### src/rtl/des_block_serializer_pkg.sv
// Shared constants, FSM state type and PKCS#5 pad-check helper for the DES block serializer.
package des_pkg;

  localparam int BLK_W         = 64;
  localparam int BYTE_W        = 8;
  localparam int BYTES_PER_BLK = 8;

  typedef enum logic {
    IDLE,
    DRAIN
  } state_t;

  typedef struct packed {
    logic [2:0] lim;
    logic       ok;
    logic       empty;
  } pad_res_t;

  // N is the last byte; bytes 8-N..7 must all equal N, and N must be 1..8.
  function automatic pad_res_t pad_check(input logic [1:BLK_W] blk);
    pad_res_t           r;
    logic [BYTE_W-1:0]  n;
    logic [BYTE_W-1:0]  rem;
    logic               match;
    n     = blk[BLK_W-BYTE_W+1:BLK_W];
    match = 1'b1;
    for (int i = 0; i < BYTES_PER_BLK; i++) begin
      if ((i >= BYTES_PER_BLK - int'(n)) && (blk[i*BYTE_W+1 +: BYTE_W] != n)) begin
        match = 1'b0;
      end
    end
    rem     = 8'd7 - n;
    r.ok    = (n >= 8'd1) && (n <= 8'd8) && match;
    r.empty = r.ok && (n == 8'd8);
    r.lim   = (r.ok && !r.empty) ? rem[2:0] : 3'd7;
    return r;
  endfunction

endpackage

### src/rtl/des_block_serializer_if.sv
// Block-in / byte-out stream bundle. Both sides use valid/ready: a transfer
// happens on a rising edge where valid & ready are both high; a source never
// drops valid or changes data until that transfer occurs.
interface des_block_serializer_if;
  import des_pkg::*;

  logic [1:BLK_W]  in_block;
  logic            in_valid;
  logic            in_last;
  logic            in_ready;
  logic [1:BYTE_W] out_byte;
  logic            out_valid;
  logic            out_last;
  logic            out_ready;
  logic            done;
  logic            pad_err;

  modport master (
    output in_block, in_valid, in_last, out_ready,
    input  in_ready, out_byte, out_valid, out_last, done, pad_err
  );

  modport slave (
    input  in_block, in_valid, in_last, out_ready,
    output in_ready, out_byte, out_valid, out_last, done, pad_err
  );

endinterface

### src/rtl/des_block_serializer_pad_check.sv
// Combinational PKCS#5 pad inspection of a decrypted block (used only with DES_PAD_STRIP_EN).
module des_pad_check
  import des_pkg::*;
(
  input  logic [1:BLK_W] in_block,
  output logic [2:0]     lim_out,
  output logic           pad_ok,
  output logic           empty_blk
);

  pad_res_t res;

  assign res       = pad_check(in_block);
  assign lim_out   = res.lim;
  assign pad_ok    = res.ok;
  assign empty_blk = res.empty;

endmodule

### src/rtl/des_block_serializer.sv
// Double-buffered 64-bit block to byte stream serializer, byte 0 first.
// Define DES_PAD_STRIP_EN to strip PKCS#5 padding from final blocks.
module des_block_serializer
  import des_pkg::*;
(
  input  logic                  clk,
  input  logic                  rst,
  des_block_serializer_if.slave bus,
  output state_t                dbg_state
);

  state_t          state, state_nxt;
  logic [1:BLK_W]  act, pend;
  logic [2:0]      cnt, lim, pend_lim;
  logic            act_last, act_empty;
  logic            pend_full, pend_last, pend_empty;
  logic            done_q;

  logic [2:0]      in_lim;
  logic            in_empty;

  logic            out_valid, blk_end, byte_hs, retire, shift;
  logic            accept, load_in, load_pend, load_from_pend;

`ifdef DES_PAD_STRIP_EN
  logic [2:0] pc_lim;
  logic       pc_ok, pc_empty, in_bad, pad_err_q;

  des_pad_check u_pad_check (
    .in_block  (bus.in_block),
    .lim_out   (pc_lim),
    .pad_ok    (pc_ok),
    .empty_blk (pc_empty)
  );

  assign in_lim   = bus.in_last ? pc_lim : 3'd7;
  assign in_empty = bus.in_last & pc_empty;
  assign in_bad   = bus.in_last & ~pc_ok;

  always_ff @(posedge clk) begin
    if (rst) begin
      pad_err_q <= 1'b0;
    end else if (accept && in_bad) begin
      pad_err_q <= 1'b1;
    end
  end

  assign bus.pad_err = pad_err_q;
`else
  assign in_lim      = 3'd7;
  assign in_empty    = 1'b0;
  assign bus.pad_err = 1'b0;
`endif

  // A fully-stripped block sits in ACT with nothing to send and retires at once.
  always_comb begin
    out_valid      = (state == DRAIN) && !act_empty;
    blk_end        = (cnt == lim);
    byte_hs        = out_valid && bus.out_ready;
    retire         = (state == DRAIN) && (act_empty || (byte_hs && blk_end));
    shift          = byte_hs && !blk_end;
    accept         = bus.in_valid && !pend_full;
    load_in        = accept && ((state == IDLE) || (retire && !pend_full));
    load_pend      = accept && !load_in;
    load_from_pend = retire && pend_full;

    state_nxt = state;
    if (load_in || load_from_pend) begin
      state_nxt = DRAIN;
    end else if (retire) begin
      state_nxt = IDLE;
    end
  end

  always_ff @(posedge clk) begin
    if (rst) begin
      state      <= IDLE;
      act        <= '0;
      pend       <= '0;
      cnt        <= 3'd0;
      lim        <= 3'd7;
      pend_lim   <= 3'd7;
      act_last   <= 1'b0;
      act_empty  <= 1'b0;
      pend_full  <= 1'b0;
      pend_last  <= 1'b0;
      pend_empty <= 1'b0;
      done_q     <= 1'b0;
    end else begin
      state  <= state_nxt;
      done_q <= retire && act_last;

      if (load_in) begin
        act       <= bus.in_block;
        cnt       <= 3'd0;
        lim       <= in_lim;
        act_last  <= bus.in_last;
        act_empty <= in_empty;
      end else if (load_from_pend) begin
        act       <= pend;
        cnt       <= 3'd0;
        lim       <= pend_lim;
        act_last  <= pend_last;
        act_empty <= pend_empty;
      end else if (shift) begin
        act <= {act[BYTE_W+1:BLK_W], {BYTE_W{1'b0}}};
        cnt <= cnt + 3'd1;
      end else if (retire) begin
        act_empty <= 1'b0;
      end

      if (load_pend) begin
        pend       <= bus.in_block;
        pend_full  <= 1'b1;
        pend_lim   <= in_lim;
        pend_last  <= bus.in_last;
        pend_empty <= in_empty;
      end else if (load_from_pend) begin
        pend_full <= 1'b0;
      end
    end
  end

  assign bus.in_ready  = !pend_full;
  assign bus.out_valid = out_valid;
  assign bus.out_byte  = act[1:BYTE_W];
  assign bus.out_last  = out_valid && act_last && blk_end;
  assign bus.done      = done_q;
  assign dbg_state     = state;

endmodule

### src/flat_wrapper.sv
// flat-port wrapper written by rule: the top's interface ports become plain ports
module des_block_serializer_flat import des_pkg::*;
  (clk, rst, dbg_state, bus_in_block, bus_in_valid, bus_in_last, bus_out_ready, bus_in_ready, bus_out_byte, bus_out_valid, bus_out_last, bus_done, bus_pad_err);
  des_block_serializer_if bus_i ();
  input  logic clk;
  input  logic rst;
  output state_t dbg_state;
  input wire logic [$bits(bus_i.in_block)-1:0] bus_in_block;
  input wire logic [$bits(bus_i.in_valid)-1:0] bus_in_valid;
  input wire logic [$bits(bus_i.in_last)-1:0] bus_in_last;
  input wire logic [$bits(bus_i.out_ready)-1:0] bus_out_ready;
  output wire logic [$bits(bus_i.in_ready)-1:0] bus_in_ready;
  output wire logic [$bits(bus_i.out_byte)-1:0] bus_out_byte;
  output wire logic [$bits(bus_i.out_valid)-1:0] bus_out_valid;
  output wire logic [$bits(bus_i.out_last)-1:0] bus_out_last;
  output wire logic [$bits(bus_i.done)-1:0] bus_done;
  output wire logic [$bits(bus_i.pad_err)-1:0] bus_pad_err;
  assign bus_i.in_block = bus_in_block;
  assign bus_i.in_valid = bus_in_valid;
  assign bus_i.in_last = bus_in_last;
  assign bus_i.out_ready = bus_out_ready;
  assign bus_in_ready = bus_i.in_ready;
  assign bus_out_byte = bus_i.out_byte;
  assign bus_out_valid = bus_i.out_valid;
  assign bus_out_last = bus_i.out_last;
  assign bus_done = bus_i.done;
  assign bus_pad_err = bus_i.pad_err;
  des_block_serializer u_core (.clk(clk), .rst(rst), .bus(bus_i), .dbg_state(dbg_state));
endmodule
### config.mk
export PLATFORM = sky130hd
export DESIGN_NAME = des_block_serializer_flat
export DESIGN_NICKNAME = d
export VERILOG_FILES = /design/src/rtl/des_block_serializer_pkg.sv /design/src/rtl/des_block_serializer_if.sv /design/src/rtl/des_block_serializer_pad_check.sv /design/src/rtl/des_block_serializer.sv /design/src/flat_wrapper.sv
export SDC_FILE = /design/constraint.sdc
export NUM_CORES = 1
export LEC_CHECK = 0
export BUFFER_PORTS_ARGS = -buffer_cell sky130_fd_sc_hd__buf_2
export CAP_MARGIN = 15
export CORE_MARGIN = 4
export CORE_UTILIZATION = 51
export DETAILED_ROUTE_END_ITERATION = 8
export GPL_TIMING_DRIVEN = 0
export PLACE_DENSITY = 0.72
export SLEW_MARGIN = 20
export SYNTH_ARGS = -nofsm -noshare
export SYNTH_HDL_FRONTEND = slang
export SYNTH_SLANG_ARGS = --single-unit
export TNS_END_PERCENT = 5
### constraint.sdc
create_clock -name clk -period 4.6 [get_ports clk]
set_input_delay 0.46 -clock clk [delete_from_list [all_inputs] [get_ports clk]]
set_output_delay 0.46 -clock clk [all_outputs]
set_load 0.1 [all_outputs]
* Word level (Yosys, flattened, before mapping)
Index checks and enable logic that the tools add are counted.
** Word-level totals
- Bits in registers :: 137
- Output and inout port bits :: 14
- Word-level logic and storage cells :: 52
** Operators by class
- Add/sub/neg operators :: 1
- Equality and inequality tests :: 2
- Multiplexer cells :: 11
- Bitwise gates (word level) :: 1
- Reduce and logical (&&, ||, !) cells :: 28
** Operators by type and width (count)
- two-way mux 64 bit :: 3
- logical AND 1 bit :: 13
- two-way mux 1 bit :: 8
- nonzero test 2 bit :: 4
- zero test 1 bit :: 4
- adder 3 x 1 -> 3 bit (second input constant) :: 1
- equality test 3 bit (second input constant) :: 1
- logical OR 1 bit :: 3
- nonzero test 3 bit :: 1
- OR reduction 3 bit :: 1
- != test 2 bit (second input constant) :: 1
- AND reduction 2 bit :: 1
- OR reduction 2 bit :: 1
- NOT 1 bit :: 1

* Depth between registers and ports, before layout
Gate-level depths: netlist of the first run.
- Word-level depth :: 12
- Mapped depth :: 8
- Depth with buffers taken out :: 6

* Worst setup path before layout of the first run
OpenSTA, ideal clock, no wires.
- Path type :: register to output
- From :: register u_core.state, in the netlist u_core.dbg_state
- To :: output bus_out_last
- Arrival time :: 2.145 ns
- Path slack :: 1.995 ns
- Stages on the path, launching flop included :: 3
- Cell sequence :: dfxtp_1 -> buf_2 -> and3_1
** On the way
- Word-level cells in the longest chain between the ends :: 3
** RTL lines
- from (decl) :: RTL line des_block_serializer.sv:12 : state_t state, state_nxt;
- from (signal assigned) :: RTL line des_block_serializer.sv:90 : state <= state_nxt;
- logical AND 1 bit :: RTL line des_block_serializer.sv:57 : out_valid = (state == DRAIN) && !act_empty;
- logical AND 1 bit (2 in series) :: RTL line des_block_serializer.sv:127 : assign bus.out_last = out_valid && act_last && blk_end;
- to (decl) :: RTL line flat_wrapper.sv:15 : output wire logic [$bits(bus_i.out_last)-1:0] bus_out_last;
No other way between the ends.

* Final worst setup path of the first run
- From :: register u_core.pend_full
- To :: output bus_in_ready
** On the way
- Word-level cells in the longest chain between the ends :: 1
** RTL lines
- from (decl) :: RTL line des_block_serializer.sv:16 : logic pend_full, pend_last, pend_empty;
- from (signal assigned) :: RTL line des_block_serializer.sv:85 : pend_full <= 1'b0;
- from (signal assigned) :: RTL line des_block_serializer.sv:114 : pend_full <= 1'b1;
- from (signal assigned) :: RTL line des_block_serializer.sv:119 : pend_full <= 1'b0;
- zero test 1 bit :: RTL line des_block_serializer.sv:124 : assign bus.in_ready = !pend_full;
- to (decl) :: RTL line flat_wrapper.sv:12 : output wire logic [$bits(bus_i.in_ready)-1:0] bus_in_ready;
No other way between the ends.

==> metrics.csv, run 1 <==
metric,value,unit
cts repair resizes,0,
launch point of the worst reg-to-reg path,u_core.cnt[0],
overall global routing resource usage,25.9,%
setup TNS,0,ns
Post-Syn Area,0.00609,sq mm
Detail Placement HPWL,12100,microns
largest net degree at the start of global routing,17,
WP data arrival,1.97,ns
I/O Buffers,80,
Pwr per Cell Area,441,mW/mm^2
Max Cap Viol,0,
worst r2r dst,u_core.act[6],
Max clock buf depth,2,
RSZ-0062 raised after global routing,no,
Area Growth Syn to Fin,19.5,%
clock skew,0.00426,ns
Antenna Cells,0,
Final Hold Viols,0,
Remaining DRCs,0,
CP Max Fanout,10,
critical path required time,4.14,ns
violation count after the first detailed-route iteration,526,
Worst Setup End Kind,primary output,
hold depth,3,
sequential-to-total area share from yosys stat,44.7,%
H-tree Lvls,4,
row cnt,39,
Initial Util,52.6,%
CP bufs+invs,4,
WHS Endpoint,u_core.pend[30],
VDD IR max,0.000330,V
fin. max-slew vios,0,
status,completed,
dpl ws,2.34,ns
min-delay src,bus_in_block[34],
Die Area,0.0137,sq mm
total CTS buffers,17,
CTS Hold Bufs,0,
CORE AREA,0.0116,sq mm
clock-pin slew of the registers on the worst-case setup and hold paths,0.06,ns
"commonest non-fill, non-tap cells in the layout","nand2_1 (245), dfxtp_1 (136), buf_2 (101), a21oi_1 (101)",
Die Height,117,microns
Hold Path Class,primary input to flop,
synth warn,0,
Pleak,2.83,nW
startpoint types,flop,
minimum clock period,2.43,ns
root buf cell,clkbuf_16,
synth unique cells,42,
Syn Area/Cell,8.09,sq um
Max Clk Rate,412,MHz
initial antenna violation count,0,
setup ws final,2.17,ns
Die X,117,microns
antenna-violating nets left,0,
DRT Pass-1 Iters,5,
crit-path cells,"buf_6, clkinv_1, clkbuf_1, buf_2",
IO Pins,83,
worst skew pair latency,0.42,ns
flop2flop setup slack,2.34,ns
family with the most delay on the worst path,buffers and inverters,
via-per-instance ratio,5.86,
Syn Inst Count,752,
Synth Register Bits,136,
Total Wirelength,17200,microns
CP peak stage delay,0.52,ns
Syn Nets,823,
"most common cell after layout, fill and taps aside",nand2_1,
GRT overflow,0,
FF-to-FF path depth,7,
post-CTS setup buffers,0,
measured slew at the worst slew-check pin,0.678,ns
kind of critical path,flop to primary output,
period utilisation layout,52.8,%
vias in the first global route,5771,
setup violators final,0,
headroom to the max-slew limit,54.8,%
"Slowest-stage cell, CP",buf_2,
nets,922,
first-pass GRT wire length,27600,microns
CTS tree,yes,
vias post-DR,5900,
Clock Sink Count,136,
routability cong.,0.845,
fillers,1019,
layout cells sized above 1,18.9,%
Routed wire per std cell,17.1,microns
[kinds of logic (layout without fill, tap and decap cells)]
group                    Yosys count  after routing  synth area share, %
other                              1              1               0.0616
AND/OR/NAND/NOR                  304            304                 20.8
XOR/XNOR                           1              1                0.144
flip-flops                       136            136                 44.7
AO/OA/AOI/OAI                    228            228                 26.4
adder cells (fa/ha/maj)            2              2                0.411
multiplexers                       2              2                0.329
buffers and inverters             78            190                 7.07
[routing by layer]
metal	GRT usage, %	vias to the layer above	wire, microns
met1	32.1	2812	7380
met3	5.55	36	1080
met5	0	-	0
met2	43.6	211	8370
li1	-	2841	-
met4	11.0	0	384
[cells in the mapped netlist]
cell type / count / area share, %
a2111oi_2: 1 / 0.25
a211o_1: 1 / 0.14
a211oi_4: 1 / 0.33
a21o_1: 1 / 0.12
a21oi_1: 101 / 8.3
a221oi_1: 8 / 1.2
a311oi_1: 1 / 0.14
a31oi_2: 1 / 0.21
a32o_1: 33 / 5.4
and3_1: 26 / 2.7
and4_1: 1 / 0.14
buf_1: 1 / 0.062
buf_2: 21 / 1.7
buf_4: 10 / 1.2
buf_6: 8 / 1.5
buf_8: 1 / 0.25
clkbuf_1: 33 / 2.0
clkbuf_2: 2 / 0.16
clkinv_1: 1 / 0.062
conb_1: 1 / 0.062
dfxtp_1: 136 / 45
ha_1: 2 / 0.41
inv_1: 1 / 0.062
mux2i_1: 2 / 0.33
nand2_1: 245 / 15
nand2b_4: 1 / 0.23
nand3_1: 2 / 0.16
nand3b_1: 1 / 0.12
nand4_1: 1 / 0.10
nor2_1: 10 / 0.62
nor2_2: 1 / 0.10
nor2b_1: 2 / 0.21
nor3_1: 9 / 0.74
nor3b_1: 1 / 0.12
nor3b_2: 1 / 0.21
nor4_1: 3 / 0.31
o21ai_0: 15 / 1.2
o21ai_1: 9 / 0.74
o22a_1: 33 / 4.7
o2bb2ai_1: 20 / 2.9
o2bb2ai_2: 3 / 0.74
xor2_1: 1 / 0.14
[power by group]
group          switching, mW  leakage [nW]  internal (mW)
Combinational          0.309          1.43          0.193
Clock                  0.510         0.287          0.874
Sequential            0.0612          1.11           1.26
[registers in the layout, summed over array words and instances, names as in the netlist]
register and count:
u_core.pend_last 1, u_core.cnt 3, u_core.dbg_state 1, u_core.pend_full 1, u_core.act 64, u_core.bus.done 1, u_core.act_last 1, u_core.pend 64
[worst min-delay path, cell delays in order]
cell and delay (ns):
buf_2 0.10, nand2_1 0.05, a21oi_1 0.05
[worst max path at each step]
stage | startpoint | endpoint | slack [ns] | depth (start not counted)
6_report | u_core.pend_full | bus_in_ready | 2.17 | 4
2_1_floorplan | u_core.dbg_state | bus_out_last | 2.00 | 2
5_1_grt | u_core.pend_full | bus_in_ready | 2.08 | 4
4_1_cts | u_core.pend_full | bus_in_ready | 2.18 | 4
3_5_place_dp | u_core.cnt[0] | u_core.act[6] | 2.34 | 7
3_3_place_gp | u_core.cnt[0] | u_core.act[3] | 2.38 | 7
[metrics by stage]
stage / hold WS, ns / instances / power, mW / util, % / cell area, sq um
after global routing: 0.285 / 1007 / 3.33 / 62.9 / 7270
final: 0.289 / 1007 / 3.21 / 62.9 / 7270
after detailed placement: 0.447 / 975 / 1.84 / 57.6 / 6670
after global placement: 0.442 / 975 / 1.83 / 57.6 / 6670
after floorplan: 0.432 / 752 / 1.70 / - / 6090
after CTS: 0.275 / 1007 / 3.22 / 62.9 / 7270
[area by class of cell]
cell class	instances	area, sq um	area share, %
Inverter	2	7.51	0.103
Tap cell	143	179	2.46
Buffer	76	423	5.82
Sequential cell	136	2720	37.4
Multi-Input combinational cell	538	2930	40.3
Clock buffer	19	453	6.23
Timing Repair Buffer	80	400	5.51
Clock inverter	13	153	2.10
No activity file was read; power rests on OpenSTA's default activity.
==> run 2: changes to the inputs <==
- ABC_AREA: not set -> 1
- PLACE_DENSITY: 0.72 -> 0.71
- clock period: 4.6 -> 2.5 ns (I/O delays scaled with it)
==> metrics.csv, run 2 <==
metric,value,unit,change
RSZ-0062 raised after global routing,no,,unchanged
setup violators final,0,,unchanged
M3 GR Usage,4.63,%,was 5.55%
Clock Sink Count,136,,unchanged
Area Growth Syn to Fin,17.0,%,was 19.5%
Pwr Total,6.10,mW,was 3.21 mW
Max Clk Rate,445,MHz,
Post-Syn Area,0.00718,sq mm,was 0.00609 sq mm
launch point of the worst reg-to-reg path,u_core.cnt[0],,unchanged
vias post-DR,7692,,"was 5,900"
routability cong.,0.867,,was 0.845
top post-synthesis cells by count,"nand2_1 (254), nor2_1 (174), dfxtp_1 (136)",,"was nand2_1 (245), dfxtp_1 (136), a21oi_1 (101)"
CTS tree,yes,,unchanged
Pint,4.24,mW,was 2.33 mW
ys async rst share,0,%,unchanged
Final Hold Viols,0,,unchanged
IO Pins,83,,unchanged
Setup crit start,u_core.cnt[0],,was u_core.pend_full
nets,1322,,was 922
H-tree Lvls,4,,unchanged
Synth Area in Simple Gates,37.5,%,was 20.8%
post-synthesis mux area share,0,%,was 0.329%
CTS Hold Bufs,0,,unchanged
clock skew,0.00806,ns,was 0.00426 ns
Worst Setup End Kind,flop,,was primary output
Post-synth EDFFs,0,,unchanged
measured slew at the worst slew-check pin,0.637,ns,was 0.678 ns
via-per-instance ratio,5.33,,was 5.86
Yosys top cell area share,37.9,%,was 44.7%
Die Area,0.0160,sq mm,was 0.0137 sq mm
Max Cap Viol,0,,unchanged
Routed wire per std cell,14.6,microns,was 17.1 microns
Pwr per Cell Area,726,mW/mm^2,was 441 mW/mm^2
Syn Area/Cell,6.24,sq um,was 8.09 sq um
period utilisation layout,89.9,%,
WP data arrival,2.56,ns,was 1.97 ns
largest net degree at the start of global routing,17,,unchanged
fin. max-slew vios,0,,unchanged
"most common cell after layout, fill and taps aside",nand2_1,,unchanged
register area,0.00272,sq mm,unchanged
I/O Buffers,81,,was 80
post-CTS setup buffers,0,,unchanged
startpoint types,flop,,unchanged
antenna-violating nets left,0,,unchanged
headroom to the max-slew limit,57.5,%,was 54.8%
Synth area leader,dfxtp_1,,unchanged
CP Depth,10,,was 4
overall global routing resource usage,26.3,%,was 25.9%
CP Max Fanout,10,,unchanged
Pleak,4.07,nW,was 2.83 nW
root buf cell,clkbuf_16,,unchanged
violation count after the first detailed-route iteration,676,,was 526
VDD IR max,0.000570,V,was 0.000330 V
Synth Register Bits,136,,unchanged
Cells after DPL,1412,,was 975
Remaining DRCs,0,,unchanged
GRT overflow,0,,unchanged
fillers,1384,,"was 1,019"
flop2flop setup slack,0.25,ns,was 2.34 ns
FF-to-FF path depth,10,,was 7
minimum clock period,2.25,ns,
hold_ws,0.0703,ns,was 0.289 ns
Antenna Cells,0,,unchanged
"most used cell, CP",nor2_1,,
CP bufs+invs,2,,was 4
status,completed,,unchanged
Die X,127,microns,was 117 microns
top flop regs,"u_core.act: 64 flops, u_core.pend: 64 flops, u_core.cnt: 3 flops",,unchanged
crit path to,u_core.act[17],,was bus_in_ready
layout cells sized above 1,14.1,%,was 18.9%
combinational share of power,20.4,%,was 15.6%
most numerous cell in the Yosys netlist,nand2_1,,unchanged
Sw Ratio,30.5,%,was 27.4%
largest family of logic cells by synthesized area,simple AND/OR/NAND/NOR gates,,was compound AO/OA/AOI/OAI gates
Total Wirelength,21000,microns,"was 17,200 microns"
Clk pwr share,40.0,%,was 43.1%
setup ws final,0.252,ns,was 2.17 ns
Detail Placement HPWL,14600,microns,"was 12,100 microns"
Hold Path Class,primary input to flop,,unchanged
total CTS buffers,17,,unchanged
sequential power share,39.6,%,was 41.3%
"Slowest-stage cell, CP",clkbuf_1,,was buf_2
synth warn,0,,unchanged
crit-path cells,"ha_1, ha_1, nand4_2, buf_2, clkbuf_1, nand2_1, nand2_1, nor2_1, nor2_1, nor2_1",,"was buf_6, clkinv_1, clkbuf_1, buf_2"
worst skew pair latency,0.43,ns,was 0.42 ns
Finished Core Util,60.7,%,was 62.9%
CORE AREA,0.0138,sq mm,was 0.0116 sq mm
first-pass GRT wire length,34200,microns,"was 27,600 microns"
CP peak stage delay,0.41,ns,was 0.52 ns
area share of fa/ha/maj cells after synthesis,0.349,%,was 0.411%
Compound-Gate Fraction of Synth Area,10.1,%,was 26.4%
Max clock buf depth,2,,unchanged
setup TNS,0,ns,unchanged
Layout Cells excl Fill,1443,,"was 1,007"
row cnt,43,,was 39
Die Height,127,microns,was 117 microns
Syn Nets,1222,,was 823
met2 Resource Use GR,42.9,%,was 43.6%
"top cells by area, synth","dfxtp_1 (38%), nand2_1 (13%), nor2_1 (9.1%), nand3_1 (8.6%), inv_1 (6.9%)",,"was dfxtp_1 (45%), nand2_1 (15%), a21oi_1 (8.3%), a32o_1 (5.4%), o22a_1 (4.7%)"
"commonest non-fill, non-tap cells in the layout","nand2_1 (254), nor2_1 (174), dfxtp_1 (136)",,"was nand2_1 (245), dfxtp_1 (136), buf_2 (101), a21oi_1 (101)"
synth unique cells,21,,was 42
Multi-input gate area,0.00347,sq mm,was 0.00293 sq mm
critical path required time,2.81,ns,was 4.14 ns
global routing usage on met1,35.0,%,was 32.1%
DRT Pass-1 Iters,6,,was 5
"Top FF cell, synth",dfxtp_1,,unchanged
sequential-to-total area share from yosys stat,37.9,%,was 44.7%
worst r2r dst,u_core.act[17],,was u_core.act[6]
Syn Inst Count,1151,,was 752
clock-pin slew of the registers on the worst-case setup and hold paths,0.06,ns,about the same
vias in the first global route,7050,,"was 5,771"
Initial Util,51.9,%,was 52.6%
placed instance area,0.00782,sq mm,was 0.00667 sq mm
family with the most delay on the worst path,buffers and inverters,,unchanged
initial antenna violation count,0,,unchanged
"Design Area, Final",0.00840,sq mm,was 0.00727 sq mm
most used routing layer,met2,,unchanged
dpl ws,0.214,ns,was 2.34 ns
XOR/XNOR Fraction of Synth Area,0,%,was 0.144%
cts repair resizes,0,,unchanged
Sw Pwr,1.86,mW,was 879 uW
kind of critical path,flop to flop,,was flop to primary output
[run 2: changes by cell type in the layout (fill, tap and decap cells not counted), sizes merged, moves of 8 or more]
cell / delta
clkbuf: +16
o21ai: +43
buf: +19
o2bb2ai: -23
inv: +136
and3: -26
nand3: +122
nand4: +66
nor2: +163
a21oi: -24
a221oi: -8
nand2: +12
a32o: -33
o22a: -33
[run 2: worst min-delay path by stage]
| stage | start | end | slack (ns) | depth (start not counted) |
|---|---|---|---|---|
| 2_1_floorplan | bus_in_last | u_core.pend_last | 0.38 | 2 |
| 3_3_place_gp | u_core.pend[46] | u_core.pend[46] | 0.44 | 2 |
| 3_5_place_dp | u_core.pend[9] | u_core.pend[9] | 0.44 | 2 |
| 4_1_cts | bus_in_block[4] | u_core.pend[60] | 0.07 | 3 |
| 5_1_grt | bus_in_block[6] | u_core.pend[58] | 0.08 | 3 |
| 6_report | bus_in_block[4] | u_core.pend[60] | 0.07 | 3 |
[run 2: worst min-delay path, delay by kind of cell]
kind                   cells  cell delay, ns
buffers and inverters      2            0.11
AOI/OAI and AO/OA          1            0.10
[run 2: final cells by class]
class | count | share of cell area, %
Buffer | 105 | 5.87
Clock buffer | 24 | 5.98
Clock inverter | 7 | 0.805
Inverter | 137 | 6.13
Multi-Input combinational cell | 773 | 41.3
Sequential cell | 136 | 32.4
Tap cell | 180 | 2.68
Timing Repair Buffer | 81 | 4.83
[run 2: power groups by stage]
| stage | Sequential (mW) | Clock [mW] | Combinational (mW) |
|---|---|---|---|
| 2_1_floorplan | 2.45 | 0 | 0.910 |
| 3_3_place_gp | 2.45 | 0 | 1.22 |
| 3_5_place_dp | 2.46 | 0 | 1.23 |
| 4_1_cts | 2.41 | 2.45 | 1.24 |
| 5_1_grt | 2.43 | 2.56 | 1.39 |
| 6_report | 2.41 | 2.44 | 1.25 |
[run 2: layer usage]
| layer | vias up | wire length, microns |
|---|---|---|
| met5 | - | 0 |
| met4 | 0 | 520 |
| met3 | 46 | 1480 |
| met2 | 292 | 9740 |
| met1 | 3499 | 9280 |
| li1 | 3855 | - |
[run 2: cells by family (layout without fill, tap and decap cells)]
logic type,count (synthesis),after routing
DFF,136,136
adders and majority gates,2,2
AOI/OAI and AO/OA,145,145
and+or+nand+nor,625,625
other,1,1
buffers and inverters,242,354
